File: config.mk
export PLATFORM = sky130hd
export DESIGN_NAME = pulse_stretcher
export DESIGN_NICKNAME = d
export VERILOG_FILES = /design/src/rtl/pulse_stretcher.sv
export SDC_FILE = /design/constraint.sdc
export NUM_CORES = 1
export LEC_CHECK = 0
export CELL_PAD_IN_SITES_DETAIL_PLACEMENT = 1
export CELL_PAD_IN_SITES_GLOBAL_PLACEMENT = 2
export CORE_AREA = 5 5 42 44
export CTS_CLUSTER_SIZE = 24
export DETAILED_ROUTE_END_ITERATION = 7
export DIE_AREA = 0 0 47 49
export HOLD_SLACK_MARGIN = 0.03
export MAX_ROUTING_LAYER = met4
export PLACE_DENSITY_LB_ADDON = 0.1
export SETUP_SLACK_MARGIN = 0.4
export SLEW_MARGIN = 0
export SYNTH_ARGS = -nofsm -noshare
export SYNTH_HDL_FRONTEND = slang
export SYNTH_SLANG_ARGS = --single-unit
File: constraint.sdc
create_clock -name clk -period 2.1 [get_ports clk]
set_input_delay 0.42 -clock clk [delete_from_list [all_inputs] [get_ports clk]]
set_output_delay 0.42 -clock clk [all_outputs]
set_load 0.01 [all_outputs]
File: src/rtl/pulse_stretcher.sv
// pulse_stretcher: stretches single-cycle trigger pulses into levels held for LENGTH enable ticks
module pulse_stretcher #(
   parameter int WIDTH      = 1,
   parameter int LENGTH     = 16,
   parameter int RETRIGGER  = 1,
   parameter int ACTIVE_LOW = 0
) (
   input  logic             clk,
   input  logic             rst,
   input  logic             enable,
   input  logic [WIDTH-1:0] trig,
   output logic [WIDTH-1:0] out,
   output logic             busy
);
   localparam int CW = $clog2(LENGTH + 1);
   localparam logic [CW-1:0] LOAD = CW'(LENGTH);
   localparam logic AL = (ACTIVE_LOW != 0);
   localparam logic RT = (RETRIGGER != 0);

   typedef enum logic {IDLE, ACTIVE} state_t;

   logic [WIDTH-1:0] w_active_nxt;
   logic [WIDTH-1:0] r_out;
   logic             r_busy;

   for (genvar g = 0; g < WIDTH; g++) begin : ch
      logic [CW-1:0] r_cnt;
      logic [CW-1:0] w_cnt_nxt;
      state_t        w_state;
      // channel state is just whether the count is nonzero; reload wins over decrement
      always_comb begin
         w_state   = (r_cnt != '0) ? ACTIVE : IDLE;
         w_cnt_nxt = (trig[g] && (w_state == IDLE || RT)) ? LOAD :
                     (w_state == ACTIVE && enable)        ? r_cnt - CW'(1) : r_cnt;
      end
      // per-channel hold counter
      always_ff @(posedge clk) begin
         if (rst) r_cnt <= '0;
         else     r_cnt <= w_cnt_nxt;
      end
      assign w_active_nxt[g] = (w_cnt_nxt != '0);
   end

   // outputs are flopped alongside the counters so they align with the count state
   always_ff @(posedge clk) begin
      if (rst) begin
         r_out  <= {WIDTH{AL}};
         r_busy <= 1'b0;
      end else begin
         r_out  <= w_active_nxt ^ {WIDTH{AL}};
         r_busy <= |w_active_nxt;
      end
   end

   assign out  = r_out;
   assign busy = r_busy;
endmodule

== After elaboration in Yosys (flattened, before gate mapping) ==
Index checks and enable logic that the tools add are counted.
Word-level totals
  register bits: 6
  output and inout bits: 2
  memory bits (read-only): 0
  memories kept: 0
  latch bits: 0
  logic and storage cells: 9
  RAM bits: 0
  input port bits: 4
Cells by class
  divide/modulo/power cells: 0
  add/subtract/negate cells: 1
  $lt $le $gt $ge: 0
  shift operators: 0
  multiply operators: 0
  eq/ne operators: 0
  reduce and logical (&&, ||, !) cells: 3
  bitwise gates (word level): 0
  muxes and demuxes: 3
Operators with widths (count)
  5-bit 2-to-1 mux: 2
  5-bit nonzero test: 2
  5-bit by 1-bit subtractor with 5-bit output, second input constant: 1
  1-bit logical AND: 1
  1-bit 2-to-1 mux: 1

== Longest topological paths before layout ==
  depth after elaboration: 6
  mapped depth: 6

== Worst setup path after synthesis ==
OpenSTA, ideal clock, no wires.
  path type: reg2reg
  from: register ch[0].r_cnt[0]
  to: register r_busy (netlist: busy)
  path slack: 0.701 ns
  buffers on the path: 0
  setup time: 0.128 ns
  data arrival time: 1.271 ns
  clock period less this slack: 1.399 ns
  stages on the path, launching flop included: 7
  cell sequence: dfxtp_1 -> inv_2 -> ha_1 -> nand2b_4 -> and2_4 -> a2111oi_2 -> o22ai_1
On the way
  word-level cells in the longest chain between the ends: 6
Ends and longest elaborated chain
  from (decl): RTL line 27  | logic [CW-1:0] r_cnt;
  from (signal assigned): RTL line 39  | else r_cnt <= w_cnt_nxt;
  branches (longest 3 deep; another with 5-bit by 1-bit subtractor with 5-bit output)
  5-bit 2-to-1 mux (*): RTL line 34  | (w_state == ACTIVE && enable) ? r_cnt - CW'(1) : r_cnt;
  5-bit 2-to-1 mux (*): RTL line 33  | w_cnt_nxt = (trig[g] && (w_state == IDLE || RT)) ? LOAD :
  5-bit nonzero test (*): RTL line 41  | assign w_active_nxt[g] = (w_cnt_nxt != '0);
  to (signal assigned): RTL line 51  | r_busy <= |w_active_nxt;
  to (decl): RTL line 24  | logic r_busy;
Mark *: on every way between the ends.
A chain may end at the register's enable or synchronous reset.

== Final worst setup path ==
  from: input port enable
  to: register ch[0].r_cnt[4]
On the way
  word-level cells in the longest chain between the ends: 3
Ends and longest elaborated chain
  from (decl): RTL line 10  | input logic enable,
  1-bit logical AND: RTL line 34
  5-bit 2-to-1 mux: RTL line 34
  5-bit 2-to-1 mux: RTL line 33
No other way between the ends.

==> results.tsv <==
stage	metric	value	unit
clocking	hold buffer count at cts	0	
synth	Net Count, Synth	45	
synth	Yosys reg bits	6	
floorplan	Die X	47	µm
hold_path	Hold Crit Class	flip-flop to flip-flop	
finish	Layout area overhead	24.1	%
synth	ys async rst share	0	
setup_path	Crit Path Max Fanout	7	
routing	Vias	313	
synth	number of synthesized flops with an enable pin	0	
clocking	clk root buf	clkbuf_4	
synth	number of library cell types mapped by synthesis	25	
power_and_ir_drop	Comb power frac	0.258	
power_and_ir_drop	internal power	227	µW
sta	final worst slack	495	ps
power_and_ir_drop	Lkg Pwr	0.000175	µW
placed_design	post-place setup slack	241	ps
synth	Post-Synthesis Cell Area	353	µm²
routing	DRC Markers	0	
routing	total wire length	769	µm
setup_path	endpoint class of the critical path	flip-flop	
floorplan	Top-Level Pins	6	
routing	DR pass1 iterations	4	
setup_path	WP data required	2210	ps
floorplan	Starting Density	0.252	
clocking	CTS sink count	6	
finish	share of cells above drive strength 1	0.191	
sta	clock skew	4.70	ps
power_and_ir_drop	Power Dens Cells	706	nW/µm²
setup_path	CP startpoint kind	input pin	
synth	cell taking the most area after synthesis	dfxtp_1	
grt	Global Route Usage Sum	0.0838	
grt	first-pass GRT wire length	1.30	mm
sta	Fin Setup TNS	0	ps
sta	# setup viols final	0	
synth	Synth warnings	0	
finish	ANT cells	0	
routing	Top Layer Used	met4	
grt	GR Overflow Total	0	
sta	Slew headroom	0.809	
routing	met1 wire length	348	µm
sta	FMAX	623	MHz
clocking	post-CTS setup buffer count	0	
routing	routed len/inst	12.2	µm
synth	ys flop type	dfxtp_1	
synth	post-synth top area share	0.340	
grt	initial antenna violation count	0	
grt	largest net degree at the start of global routing	8	
finish	nets@finish	54	
sta	Final Hold Fails	0	
power_and_ir_drop	Clock power frac	0.327	
routing	Detail Route met2 WL	381	µm
placed_design	dpl hpwl	609	µm
power_and_ir_drop	switching power	82.6	µW
floorplan	Core ar.	1400	µm²
hold_path	hold path cells	2	
power_and_ir_drop	switching share of power	0.267	
floorplan	Die Height	49	µm
clocking	Post-CTS Resized	0	
placed_design	final RePlAce weighted congestion	0.729	
synth	largest cells by area after synthesis	dfxtp_1, nor3_1, a21oi_1	
finish	most frequent cells in the layout	dfxtp_1, clkdlybuf4s50_1, inv_1, nor3_1	
clocking	Clk Latency, worst-skew pair	240	ps
sta	RSZ-0062 raised after global routing	false	
power_and_ir_drop	Seq pwr share	0.414	
sta	Slew @ Worst Pin	285	ps
setup_path	depth of the worst register-to-register path	6	
clocking	H-tree levels	1	
synth	sequential area share after synthesis	0.340	
grt	number of global-route vias before repair	294	
floorplan	Die ar.	2300	µm²
synth	Mean Syn Cell Area	8.82	µm²
sta	Final Max Slew Viols	0	
sta	Tmin final	1600	ps
routing	WL met3	31	µm
routing	iteration-0 DRC count of the detailed router	6	
run	Max-Cap Viols	0	
placed_design	Buffers on Ports	5	
clocking	Bufs on Longest Clock Path	2	
routing	DR vias/cell	4.97	
finish	final core utilization	0.313	
outcome	status	finished clean	
clocking	clk slew on worst S/H paths	40	ps
finish	most common library cell in the layout ignoring fill and taps	dfxtp_1	
power_and_ir_drop	Peak supply drop	0.000338	V
setup_path	Critical Path AT	1720	ps
synth	Gate Count Post-Synth	40	
setup_path	critical path class	input pin to flip-flop	
sta	fin crit share	0.764	
clocking	CTS Buf Count	3	
clocking	TritonCTS clock tree	done	
floorplan	placement row count	14	
routing	antenna-violating nets left	0	
final cells by class:
cell class                 instances  area [µm²]
tap                               16        20.0
fill                             181         963
timing repair buffer               5        50.0
sequential                         6         120
inverter                           5        18.8
multi-input combinational         28         206
clock buffer                       3        22.5
cells in the mapped netlist, types with 2 or more instances:
cell type  number
dfxtp_1         6
nor2_1          2
inv_1           4
a21oi_1         3
nand2_1         2
nor3_1          4
flip-flops by register name, summed over array words and instances (netlist names):
register	cells
busy	1
ch.r_cnt	5
cell families after synthesis:
family | share of synthesized area
simple gates | 0.241
flops | 0.340
fa+ha+maj | 0.0355
compound gates | 0.231
buf+inv | 0.0745
xor+xnor | 0.0497
mux | 0.0284
power by group through the flow:
stage	Sequential [µW]	Combinational [µW]	Clock, µW
finish	128	79.9	101
global route	129	88.4	113
CTS	128	81.4	108
detailed placement	130	80.8	0
global placement	130	77.9	0
floorplan	130	52.9	0
per-layer routing:
| metal | global-route usage | vias up |
|---|---|---|
| met4 | 0.0415 | 0 |
| li1 | - | 158 |
| met5 | - | - |
| met3 | 0.0443 | 2 |
| met1 | 0.0991 | 148 |
| met2 | 0.113 | 5 |
worst paths after layout:
kind                                        to  slack (ps)            from
worst max-delay path            ch[0].r_cnt[4]         500          enable
worst min-delay path            ch[0].r_cnt[1]         550  ch[0].r_cnt[1]
worst max register to register            busy         580  ch[0].r_cnt[0]
worst min register to register  ch[0].r_cnt[1]         550  ch[0].r_cnt[1]
through the flow:
stage	power, µW	hold WS [ps]	cell area, µm²	cells
CTS	317	558	438	63
detailed placement	211	550	415	60
global route	331	584	438	63
global placement	208	537	415	60
finish	309	554	438	63
floorplan	183	480	353	40
critical path, stage by stage:
cell	delay (ps)
clkdlybuf4s50_1	600
nand2_1	160
or3_1	320
a21oi_1	160
nor2_1	50
Power figures use the tool's default switching activity.
